===== src/rtl/chime_pkg.sv =====
// Shared state encoding and widths for the doorbell chime sequencer.
package chime_pkg;

    localparam int STATE_W = 3;
    localparam int REP_W   = 8;

    localparam logic [STATE_W-1:0] ST_IDLE   = 3'd0;
    localparam logic [STATE_W-1:0] ST_PLAY_A = 3'd1;
    localparam logic [STATE_W-1:0] ST_PLAY_B = 3'd2;
    localparam logic [STATE_W-1:0] ST_GAP    = 3'd3;
    localparam logic [STATE_W-1:0] ST_DONE   = 3'd4;

endpackage


===== src/rtl/chime_sequencer_dwell_timer.sv =====
// Loadable saturating down-counter; the owner decides when to load and reads only the zero flag.
module dwell_timer #(
    parameter int CNT_W = 16
) (
    input  logic             clk,
    input  logic             rst_n,
    input  logic             load_i,
    input  logic [CNT_W-1:0] value_i,
    output logic             zero_o
);

    logic [CNT_W-1:0] count_q;
    logic [CNT_W-1:0] count_d;

    always_comb begin
        count_d = count_q;
        if (load_i) begin
            count_d = value_i;
        end else if (count_q != '0) begin
            count_d = count_q - 1'b1;
        end
    end

    always_ff @(posedge clk or negedge rst_n) begin
        if (!rst_n) begin
            count_q <= '0;
        end else begin
            count_q <= count_d;
        end
    end

    assign zero_o = (count_q == '0);

endmodule


===== src/rtl/chime_sequencer.sv =====
// Doorbell chime sequencer: drives the tone mux sel/sys_on lines through A-B repetitions with gaps.
module chime_sequencer
    import chime_pkg::*;
#(
    parameter int CNT_W   = 16,
    parameter int DUR_A   = 3,
    parameter int DUR_B   = 2,
    parameter int GAP_LEN = 1,
    parameter int REPEATS = 2
) (
    input  logic               clk,
    input  logic               rst_n,
    input  logic               enable,
    input  logic               press,
    output logic               sel,
    output logic               sys_on,
    output logic               busy,
    output logic               done,
    output logic [REP_W-1:0]   rep_idx,
    output logic [STATE_W-1:0] state_dbg
);

    localparam logic [CNT_W-1:0] LOAD_A   = CNT_W'(DUR_A - 1);
    localparam logic [CNT_W-1:0] LOAD_B   = CNT_W'(DUR_B - 1);
    localparam logic [CNT_W-1:0] LOAD_GAP = (GAP_LEN > 0) ? CNT_W'(GAP_LEN - 1) : '0;
    localparam logic [REP_W-1:0] LAST_REP = REP_W'(REPEATS - 1);

    logic [STATE_W-1:0] state_q, state_d;
    logic [REP_W-1:0]   rep_q, rep_d;
    logic               pending_q, pending_d;
    logic               sel_q, sys_on_q, busy_q, done_q;
    logic               load;
    logic [CNT_W-1:0]   load_val;
    logic               dwell_zero;

    dwell_timer #(.CNT_W(CNT_W)) u_dwell (
        .clk     (clk),
        .rst_n   (rst_n),
        .load_i  (load),
        .value_i (load_val),
        .zero_o  (dwell_zero)
    );

    always_comb begin
        state_d   = state_q;
        rep_d     = rep_q;
        pending_d = pending_q | (press && (state_q != ST_IDLE));
        load      = 1'b0;
        load_val  = '0;
        if (!enable) begin
            // Power loss aborts silently: no done pulse, queued request dropped.
            state_d   = ST_IDLE;
            rep_d     = '0;
            pending_d = 1'b0;
            load      = 1'b1;
        end else begin
            case (state_q)
                ST_IDLE: begin
                    // A pending request can survive a press that landed in DONE.
                    if (press || pending_q) begin
                        state_d   = ST_PLAY_A;
                        rep_d     = '0;
                        pending_d = 1'b0;
                        load      = 1'b1;
                        load_val  = LOAD_A;
                    end
                end
                ST_PLAY_A: begin
                    if (dwell_zero) begin
                        state_d  = ST_PLAY_B;
                        load     = 1'b1;
                        load_val = LOAD_B;
                    end
                end
                ST_PLAY_B: begin
                    if (dwell_zero) begin
                        if (rep_q == LAST_REP) begin
                            state_d = ST_DONE;
                        end else if (GAP_LEN == 0) begin
                            state_d  = ST_PLAY_A;
                            rep_d    = rep_q + 1'b1;
                            load     = 1'b1;
                            load_val = LOAD_A;
                        end else begin
                            state_d  = ST_GAP;
                            load     = 1'b1;
                            load_val = LOAD_GAP;
                        end
                    end
                end
                ST_GAP: begin
                    if (dwell_zero) begin
                        state_d  = ST_PLAY_A;
                        rep_d    = rep_q + 1'b1;
                        load     = 1'b1;
                        load_val = LOAD_A;
                    end
                end
                ST_DONE: begin
                    rep_d = '0;
                    if (pending_q) begin
                        state_d   = ST_PLAY_A;
                        pending_d = press;
                        load      = 1'b1;
                        load_val  = LOAD_A;
                    end else begin
                        state_d = ST_IDLE;
                    end
                end
                default: begin
                    state_d   = ST_IDLE;
                    rep_d     = '0;
                    pending_d = 1'b0;
                end
            endcase
        end
    end

    // Outputs are decoded from the next state so they change on the same edge as the state.
    always_ff @(posedge clk or negedge rst_n) begin
        if (!rst_n) begin
            state_q   <= ST_IDLE;
            rep_q     <= '0;
            pending_q <= 1'b0;
            sel_q     <= 1'b0;
            sys_on_q  <= 1'b0;
            busy_q    <= 1'b0;
            done_q    <= 1'b0;
        end else begin
            state_q   <= state_d;
            rep_q     <= rep_d;
            pending_q <= pending_d;
            sel_q     <= (state_d == ST_PLAY_B) || (state_d == ST_GAP);
            sys_on_q  <= (state_d == ST_PLAY_A) || (state_d == ST_PLAY_B);
            busy_q    <= (state_d != ST_IDLE);
            done_q    <= (state_d == ST_DONE);
        end
    end

    assign sel       = sel_q;
    assign sys_on    = sys_on_q;
    assign busy      = busy_q;
    assign done      = done_q;
    assign rep_idx   = rep_q;
    assign state_dbg = state_q;

endmodule


===== config.mk =====
export PLATFORM = sky130hd
export DESIGN_NAME = chime_sequencer
export DESIGN_NICKNAME = d
export VERILOG_FILES = /design/src/rtl/chime_pkg.sv /design/src/rtl/chime_sequencer_dwell_timer.sv /design/src/rtl/chime_sequencer.sv
export SDC_FILE = /design/constraint.sdc
export NUM_CORES = 1
export LEC_CHECK = 0
export BUFFER_PORTS_ARGS = -buffer_cell sky130_fd_sc_hd__buf_2
export CORE_ASPECT_RATIO = 1.5
export CORE_MARGIN = 4
export CORE_UTILIZATION = 50
export CTS_BUF_LIST = sky130_fd_sc_hd__clkbuf_16
export CTS_CLUSTER_SIZE = 16
export DETAILED_ROUTE_END_ITERATION = 10
export GPL_TIMING_DRIVEN = 0
export PLACE_DENSITY = 0.81
export SYNTH_ARGS = -nofsm -noshare
export SYNTH_HDL_FRONTEND = slang
export SYNTH_HIERARCHICAL = 1
export SYNTH_SLANG_ARGS = --single-unit

===== constraint.sdc =====
create_clock -name clk -period 4.95 [get_ports clk]
set_input_delay 0.99 -clock clk [delete_from_list [all_inputs] [get_ports clk]]
set_output_delay 0.99 -clock clk [all_outputs]
set_load 0.02 [all_outputs]

Word level (Yosys, flattened, before mapping)
Cells that the tools add are included.

$add $sub $neg: 2. Eq/ne operators: 12. Muxes and demuxes: 31. Bitwise operators: 1. Reduce and logical (&&, ||, !) cells: 14.

Operators with widths (count): 16-bit 2-to-1 mux (3); 8-bit 2-to-1 mux (3); 8-bit one-hot mux with 3 select lines (1); 3-bit 2-to-1 mux (6); 16-bit zero test (1); 16-bit nonzero test (1); 16-bit by 1-bit subtractor with 16-bit output (second input constant) (1); 3-bit one-hot mux with 5 select lines (1); 3-bit by 2-bit == test with 1-bit output (second input constant) (4); 1-bit 2-to-1 mux (11); 8-bit by 1-bit adder with 8-bit output (second input constant) (1); 8-bit by 1-bit == test with 1-bit output (second input constant) (1); 2-bit one-hot mux with 4 select lines (1); 3-bit by 1-bit == test with 1-bit output (second input constant) (2); 3-bit == test (second input constant) (2); 2-bit 2-to-1 mux (3); 3-bit != test (second input constant) (2); 3-bit nonzero test (2); 1-bit one-hot mux with 4 select lines (1); 2-bit OR reduction (2); 3-bit zero test (1); 1-bit logical OR (3); 1-bit one-hot mux with 3 select lines (1); 3-bit AND reduction (1); 5 further kinds (5).

Register bits after elaboration: 32. Output and inout bits: 15. Logic and storage cells: 68.

Depth between registers and ports, before layout
Gate-level depths: netlist (run 1).

Depth after elaboration: 7. Mapped depth: 12. Mapped depth without buffers: 10.

Modules after synthesis
Netlist (run 1), hierarchy kept.

By module, submodules not included: dwell_timer (times used 1, cells each 104, area each 1006.0 um2); chime_sequencer (times used 1, cells each 101, area each 968.4 um2).

Worst setup path after synthesis (run 1)
Ideal clock, no wire load.

Path type: flip-flop to flip-flop. Start: reg u_dwell.count_q[0]. End: reg u_dwell.count_q[6]. Setup time: 142 ps. Data arrival time: 2736 ps. Required time: 4808 ps. Slack: 2072 ps. Stages on the path, launching flop included: 12. Period minus slack after synthesis: 2878 ps. Cell sequence: dfrtp_1 > inv_1 > ha_1 > nor3b_4 > nand3_2 > nor2_1 > and4bb_2 > o41ai_4 > o2111ai_1 > clkbuf_1 > clkbuf_1 > o221ai_1.

Longest elaborated chain between the ends: 5. Elaborated cells on any way between the ends: 10. Classes of those cells: 1 x add/sub; 6 x mux; 3 x reduce/logical.

RTL lines: start: declaration (RTL line chime_sequencer_dwell_timer.sv:12) `logic [CNT_W-1:0] count_q;`; start signal: assignment (RTL line chime_sequencer_dwell_timer.sv:28) `count_q <= count_d;`; 16-bit zero test * (RTL line chime_sequencer_dwell_timer.sv:32) `assign zero_o = (count_q == '0);`; via dwell_zero (RTL line chime_sequencer.sv:34) `logic dwell_zero;`; 1-bit 2-to-1 mux (on tied branches) (RTL line chime_sequencer.sv:69, chime_sequencer.sv:92, chime_sequencer.sv:76); 1-bit one-hot mux with 4 select lines * (RTL line chime_sequencer.sv:57) `case (state_q)`; 1-bit 2-to-1 mux * (RTL line chime_sequencer.sv:50) `if (!enable) begin`; via load (RTL line chime_sequencer.sv:32) `logic load;`; 16-bit 2-to-1 mux or 2-bit nonzero test (tied branches).

The timed path passes the listed nets; every way through them passes the cells marked *. The select of a mux whose other input is x is not followed. A chain may end at the register's enable or synchronous reset.

Worst setup path after layout (run 1)
Start: reg u_dwell.count_q[0]. End: reg u_dwell.count_q[15].

Same word-level chain as after synthesis.

==> flow_metrics.py, run 1 <==
metrics = {
    "cts": {
        "cts_made_buffers": 5,
        "post_cts.repair.setup_buffers": 0,
        "cts_tree": "done",
        "clk_latency_ps": 270,
        "cts_num_sinks": 32,
        "cts_root_buffer": "clkbuf_16",
        "cts_resized": 0,
        "htree_levels": 2,
        "hold_buffers": 0,
        "cts_buffer_depth": 2,
        "clk_pin_slew_worst_paths_ps": 50,
    },
    "floorplanning": {
        "die_w_um": 59.31,
        "start_util_pct": 52.65,
        "die_y_um": 84.96,
        "coreArea_um2": 3750,
        "pin_count": 19,
        "die_area_um2": 5039,
        "num_rows": 27,
    },
    "worst_setup_path": {
        "startpoint_type": "flip-flop",
        "cp_num_cells": 11,
        "r2r_end": "u_dwell/count_q[15]",
        "crit_path_end": "u_dwell/count_q[15]",
        "path_cells": "inv_1, ha_1, nor3b_4, nand3_2, nor2_1, and4bb_2, o41ai_4, o2111ai_1, clkbuf_1, clkbuf_1, o21ai_0",
        "cpMostUsedCell": "clkbuf_1",
        "worstSetupEndpointType": "flip-flop",
        "worst-path-max-fanout": 10,
        "slowest_stage": "clkbuf_1",
        "critical_path_class": "reg -> reg",
        "rrSetupSlack_ps": 1320,
        "r2r_start": "u_dwell/count_q[0]",
        "cp.arrival_ps": 3760,
        "reg2regPathDepth": 11,
        "cp_top_family": "simple AND/OR/NAND/NOR gates",
        "max_stage_delay_ps": 450,
        "required_ps": 5080,
        "crit_path_start": "u_dwell/count_q[0]",
        "critPathBufInv": 3,
    },
    "pwr": {
        "peakVddDrop_mv": 0.2206,
        "p_leak_nw": 0.9962,
        "power.density_nw_per_um2": 297.0,
    },
    "synth": {
        "yosysTopAreaCellShare_pct": 40.56,
        "synth.ff_latch_count": 32,
        "yosys_warnings": 6,
        "avgSynthCellArea_um2": 9.631,
        "synth_cell_type_count": 57,
        "yosysSeqAreaShare_pct": 40.56,
        "synth_area_leaders": "dfrtp_1 (41%), nand2_1 (3.8%), xnor2_1 (3.5%), a21oi_1 (3.3%), nand2b_1 (3.2%)",
        "synthArstFlopShare_pct": 100.0,
        "synthesis.instances": 205,
        "synth-edff-count": 0,
        "synth_largest_area_cell": "dfrtp_1",
        "synthTopCellsByCount": "dfrtp_1 (32), nand2_1 (20), a21oi_1 (13)",
        "synth_flop_cell": "dfrtp_1",
        "yosysMostFrequentCell": "dfrtp_1",
        "synthesis.area_um2": 1974,
    },
    "placement": {
        "globalplace.congestion": 0.7928,
        "dp_hpwl_um": 3077,
        "dpl_worst_slack_ps": 1385,
        "placed_cell_area_um2": 2162,
        "numPortBuffers": 17,
    },
    "cells_and_area": {
        "drive_above_1_share_pct": 16.94,
        "stdcell_area_um2": 2295,
        "nets": 249,
        "area_growth_pct": 16.22,
        "num_antenna_cells": 0,
        "nFillCells": 338,
    },
    "run_status": {
        "outcome": "finished, final reports clean",
    },
    "timing": {
        "rsz0062_at_grt": "no",
        "timing.clock.skew_ps": 3.146,
        "max_freq_ghz": 0.2754,
        "slew_violations": 0,
        "setup_viol_count_final": 0,
        "final.period_utilization_pct": 73.36,
        "layout_setup_ws_ps": 1319,
        "finalHoldViolCount": 0,
        "min_period_ps": 3631,
        "tightest_slew_ps": 711.8,
        "relSlewSlack_pct": 52.55,
        "setup_tns_ps": 0,
    },
    "route": {
        "drt_iter0_drc": 48,
        "drt-pass1-iter-count": 4,
        "ant_nets": 0,
        "wl_per_cell_um": 15.32,
        "vias": 1696,
        "finalWirelength_um": 4365,
        "viasPerCell": 5.951,
        "drc": 0,
    },
    "grt": {
        "grt_pass1_vias": 1682,
        "grt_max_degree": 33,
        "antenna_found_initial": 0,
        "grt_remaining_overflow": 0,
        "grt.total_usage_pct": 19.22,
        "grt_pass1_wl_um": 7548,
    },
    "hold_path": {
        "hp-class": "reg -> reg",
    },
    "job": {
        "drv_cap": 0,
    },
}
-- worst register-to-register path, cell delays in order, from the launching register on --
cell,delay [ps]
dfrtp_1,410
inv_1,90
ha_1,200
nor3b_4,420
nand3_2,210
nor2_1,380
and4bb_2,360
o41ai_4,130
o2111ai_1,300
clkbuf_1,450
clkbuf_1,400
o21ai_0,160
-- logic make-up after synthesis --
kind of cell	share of synthesized area, %
XOR/XNOR	3.549
buffers and inverters	4.626
multiplexers	1.077
AO/OA/AOI/OAI	20.09
flip-flops	40.56
other	0.1899
adder cells (fa/ha/maj)	1.901
AND/OR/NAND/NOR	28.01
-- layer usage --
metal	global-route usage [%]	wire, µm
met2	33.83	2380
met5	0	0
met4	8.660	91
met1	21.37	1728
met3	3.957	165
-- layout make-up --
| cell class | instances | area [µm²] | area share (%) |
|---|---|---|---|
| Timing Repair Buffer | 17 | 85.08 | 3.708 |
| Clock inverter | 2 | 7.507 | 0.3272 |
| Buffer | 9 | 65.06 | 2.835 |
| Sequential cell | 32 | 800.8 | 34.90 |
| Clock buffer | 5 | 125.1 | 5.453 |
| Multi-Input combinational cell | 170 | 1131 | 49.29 |
| Inverter | 7 | 26.28 | 1.145 |
| Tap cell | 43 | 53.80 | 2.345 |
-- cells in the final DEF, fill, tap and decap left out, types with 6 or more instances in the layout --
master / Yosys / routed
nand2b_1: 10 / 10
dfrtp_1: 32 / 32
or3_1: 6 / 6
conb_1: 1 / 14
o211a_1: 6 / 6
buf_2: 2 / 19
a21oi_1: 13 / 13
xnor2_1: 8 / 8
nand2_1: 20 / 20
nor2_1: 10 / 10
o21ai_0: 12 / 12
inv_1: 7 / 7
-- sequential cells by signal, indices dropped and copies added (netlist names) --
name             flops
sys_on               1
state_dbg            3
u_dwell/count_q     16
rep_idx              8
sel                  1
busy                 1
pending_q            1
done                 1
-- how the worst min path moves through the flow --
stage,cells past startpoint,end,startpoint
after floorplan,2,u_dwell/count_q[6],u_dwell/count_q[6]
after global placement,2,rep_idx[7],rep_idx[7]
after detailed placement,2,rep_idx[7],rep_idx[7]
after CTS,2,rep_idx[7],rep_idx[7]
after global routing,2,rep_idx[7],rep_idx[7]
final,2,rep_idx[7],rep_idx[7]
-- where the power goes --
part           leakage [nW]  switching, mW  internal, mW
sequential            0.409         0.0209         0.280
combinational         0.523         0.0586        0.0437
clock                0.0648         0.0989         0.179
total                 0.996          0.178         0.503
-- metrics by stage --
stage | std cells | util [%] | hold slack [ps] | total power [mW]
after floorplan | 218 | - | 558.2 | 0.3785
after global placement | 278 | 57.66 | 552.5 | 0.4031
after detailed placement | 278 | 57.66 | 565.5 | 0.4063
after CTS | 285 | 61.19 | 570.7 | 0.6887
after global routing | 285 | 61.19 | 612.0 | 0.7184
final | 285 | 61.19 | 567.7 | 0.6816
No activity file was read; power rests on OpenSTA's default activity.
==> inputs of run 2 (changes only) <==
--- a/config.mk
+++ b/config.mk
@@ -5,6 +5,7 @@
 export SDC_FILE = /design/constraint.sdc
 export NUM_CORES = 1
 export LEC_CHECK = 0
+export ABC_AREA = 1
 export BUFFER_PORTS_ARGS = -buffer_cell sky130_fd_sc_hd__buf_2
 export CORE_ASPECT_RATIO = 1.5
 export CORE_MARGIN = 4
@@ -13,7 +14,7 @@
 export CTS_CLUSTER_SIZE = 16
 export DETAILED_ROUTE_END_ITERATION = 10
 export GPL_TIMING_DRIVEN = 0
-export PLACE_DENSITY = 0.81
+export PLACE_DENSITY = 0.84
 export SYNTH_ARGS = -nofsm -noshare
 export SYNTH_HDL_FRONTEND = slang
 export SYNTH_HIERARCHICAL = 1
==> constraint.sdc (replaced) <==
create_clock -name clk -period 3.3 [get_ports clk]
set_input_delay 0.66 -clock clk [delete_from_list [all_inputs] [get_ports clk]]
set_output_delay 0.66 -clock clk [all_outputs]
set_load 0.02 [all_outputs]
==> flow_metrics.py, run 2 <==
metrics = {
    "cts": {
        "cts_num_sinks": 32,
        "clk_latency_ps": 270,
        "clk_pin_slew_worst_paths_ps": 50,
        "htree_levels": 2,
        "cts_root_buffer": "clkbuf_16",
        "cts_made_buffers": 5,
        "cts_buffer_depth": 2,
        "post_cts.repair.setup_buffers": 0,
        "cts_tree": "done",
    },
    "timing": {
        "tightest_slew_ps": 728.7,
        "final.period_utilization_pct": 87.79,
        "setup_tns_ps": 0,
        "rsz0062_at_grt": "no",
        "min_period_ps": 2897,
        "relSlewSlack_pct": 51.42,
        "max_freq_ghz": 0.3452,
        "layout_setup_ws_ps": 403.0,
        "timing.clock.skew_ps": 2.965,
        "slew_violations": 0,
        "setup_viol_count_final": 0,
        "finalHoldViolCount": 0,
    },
    "placement": {
        "dp_hpwl_um": 3372,
        "placed_cell_area_um2": 2297,
        "numPortBuffers": 17,
        "dpl_worst_slack_ps": 295.3,
        "globalplace.congestion": 0.8335,
        "dp_cells": 366,
    },
    "grt": {
        "grt_use_met3_pct": 3.561,
        "grt.total_usage_pct": 19.76,
        "grt_pass1_wl_um": 7969,
        "grt_pass1_vias": 1946,
        "antenna_found_initial": 0,
        "grt_use_met1_pct": 20.09,
        "grt_remaining_overflow": 0,
        "grt_max_degree": 33,
        "global_route.peak_usage_layer": "met2",
        "grt_use_met2_pct": 35.54,
    },
    "synth": {
        "yosysSeqAreaShare_pct": 38.00,
        "yosysTopAreaCellShare_pct": 38.00,
        "synth_cell_type_count": 35,
        "yosys_warnings": 6,
        "synthArstFlopShare_pct": 100.0,
        "avgSynthCellArea_um2": 7.241,
        "synth_flop_cell": "dfrtp_1",
        "synthesis.instances": 291,
        "yosysMostFrequentCell": "nand2_1",
        "synth-edff-count": 0,
        "synth_largest_area_cell": "dfrtp_1",
        "synthTopCellsByCount": "nand2_1 (90), inv_1 (41), dfrtp_1 (32)",
        "synthesis.area_um2": 2107,
        "synth_area_leaders": "dfrtp_1 (38%), nand2_1 (16%), inv_1 (7.3%), nand3_1 (5.5%), nor2_1 (4.8%)",
        "synth.ff_latch_count": 32,
    },
    "floorplanning": {
        "coreArea_um2": 3994,
        "die_w_um": 61.01,
        "start_util_pct": 52.76,
        "die_y_um": 87.51,
        "die_area_um2": 5338,
        "num_rows": 28,
        "pin_count": 19,
    },
    "worst_setup_path": {
        "reg2regPathDepth": 15,
        "cp.arrival_ps": 3060,
        "path_cells": "inv_1, ha_1, nand2_4, nor2_4, nand3_1, nor3_2, inv_1, nor3_2, nand2_1, nand4_1, buf_2, buf_2, o21ai_0, nand2_1, inv_1",
        "startpoint_type": "flip-flop",
        "worstSetupEndpointType": "flip-flop",
        "critical_path_class": "reg -> reg",
        "slowest_stage": "dfrtp_1",
        "max_stage_delay_ps": 400,
        "worst-path-max-fanout": 10,
        "required_ps": 3470,
        "cpMostUsedCell": "inv_1",
    },
    "cells_and_area": {
        "nets": 335,
        "fin_cells": 373,
        "top_register": "u_dwell/count_q",
        "stdcell_area_um2": 2436,
        "num_antenna_cells": 0,
        "drive_above_1_share_pct": 17.07,
        "final_cell_mix": "nand2_1 (90), inv_1 (42), dfrtp_1 (32), nor2_1 (27), nand3_1 (23)",
        "nFillCells": 380,
        "layout_commonest_cell": "nand2_1",
        "largest_reg_flops": 16,
        "area_growth_pct": 15.62,
    },
    "pwr": {
        "seq_power_share_pct": 42.2,
        "peakVddDrop_mv": 0.3340,
        "p_sw_mw": 0.3120,
        "power.density_nw_per_um2": 440.5,
        "combPwrFrac_pct": 18.7,
        "p_leak_nw": 1.339,
        "p_clk_share_pct": 39.0,
        "intPower_mw": 0.7610,
        "sw_frac_of_total_pct": 29.07,
    },
    "route": {
        "drc": 0,
        "vias": 1927,
        "drt-pass1-iter-count": 4,
        "wl_per_cell_um": 11.99,
        "ant_nets": 0,
        "viasPerCell": 5.166,
        "finalWirelength_um": 4474,
        "drt_iter0_drc": 31,
    },
    "job": {
        "drv_cap": 0,
    },
    "run_status": {
        "outcome": "finished, final reports clean",
    },
    "hold_path": {
        "hp-class": "in -> async",
    },
}
## run 2: changes by cell type after synthesis, moves of 6 or more
cell	before	now
a21oi_1	13	7
inv_1	7	41
nand2_1	20	90
nand2b_1	10	0
nand3_1	5	23
nor2_1	10	27
nor2_2	0	6
o211a_1	6	0
or3_1	6	0
xnor2_1	8	2
## run 2: critical path: cells and delay by family (launching register included)
family	cells	cell delay (ps)
and+or+nand+nor	8	1220
buffers and inverters	5	760
DFF	1	400
adders and majority gates	1	300
AOI/OAI and AO/OA	1	120
## run 2: cell families (layout without fill, tap and decap cells)
kind of cell             after synthesis  count (layout)  synth area share (%)
AND/OR/NAND/NOR                      174             174                 40.08
buffers and inverters                 48              72                 9.620
flip-flops                            32              32                 38.00
AO/OA/AOI/OAI                         28              28                 8.254
XOR/XNOR                               5               5                 2.079
adder cells (fa/ha/maj)                3               3                 1.782
other                                  1              14                0.1780
## run 2: cell type report
type                            count  area (µm²)  share of cell area [%]
Multi-Input combinational cell    224        1157                   47.51
Sequential cell                    32       800.8                   32.87
Inverter                           42       157.7                   6.471
Clock buffer                        5       125.1                   5.136
Timing Repair Buffer               17       85.08                   3.493
Tap cell                           45       56.30                   2.311
Buffer                              6       45.04                   1.849
Clock inverter                      2       8.758                  0.3595
## run 2: final timing paths
check,end,from,slack (ps)
worst min-delay path,u_dwell/count_q[9],rst_n,450
min in group clk,u_dwell/count_q[1],u_dwell/count_q[1],560
worst max-delay path,u_dwell/count_q[3],u_dwell/count_q[0],400
worst min register to register,u_dwell/count_q[1],u_dwell/count_q[1],560
worst max register to register,u_dwell/count_q[3],u_dwell/count_q[0],400
max in group asynchronous,sys_on,rst_n,2380
## run 2: power groups by stage
stage | Sequential [mW] | Combinational (mW) | Clock (mW)
6_report | 0.453 | 0.201 | 0.419
3_3_place_gp | 0.457 | 0.195 | 0
5_1_grt | 0.456 | 0.230 | 0.448
4_1_cts | 0.452 | 0.202 | 0.432
2_1_floorplan | 0.457 | 0.152 | 0
3_5_place_dp | 0.458 | 0.200 | 0
## run 2: timing repair
action,CTS,global route
endpoints found under the setup margin,0,1
resized for setup,0,1
hold endpoints to repair,0,0
hold buffers,0,0
## run 2: metrics by stage
step	hold slack, ps	power [mW]	util, %
CTS	475.8	1.086	60.87
floorplan	364.4	0.6091	-
global placement	538.4	0.6517	57.52
global route	510.0	1.134	61.00
finish	450.3	1.073	61.00
detailed placement	542.4	0.6582	57.52
## run 2: routing by layer
layer | routed length (µm) | up-vias | share of wire, %
met5 | 0 | - | 0
met2 | 2435 | 39 | 54
li1 | - | 976 | -
met1 | 1732 | 894 | 39
met4 | 197 | 0 | 4.4
met3 | 109 | 18 | 2.4
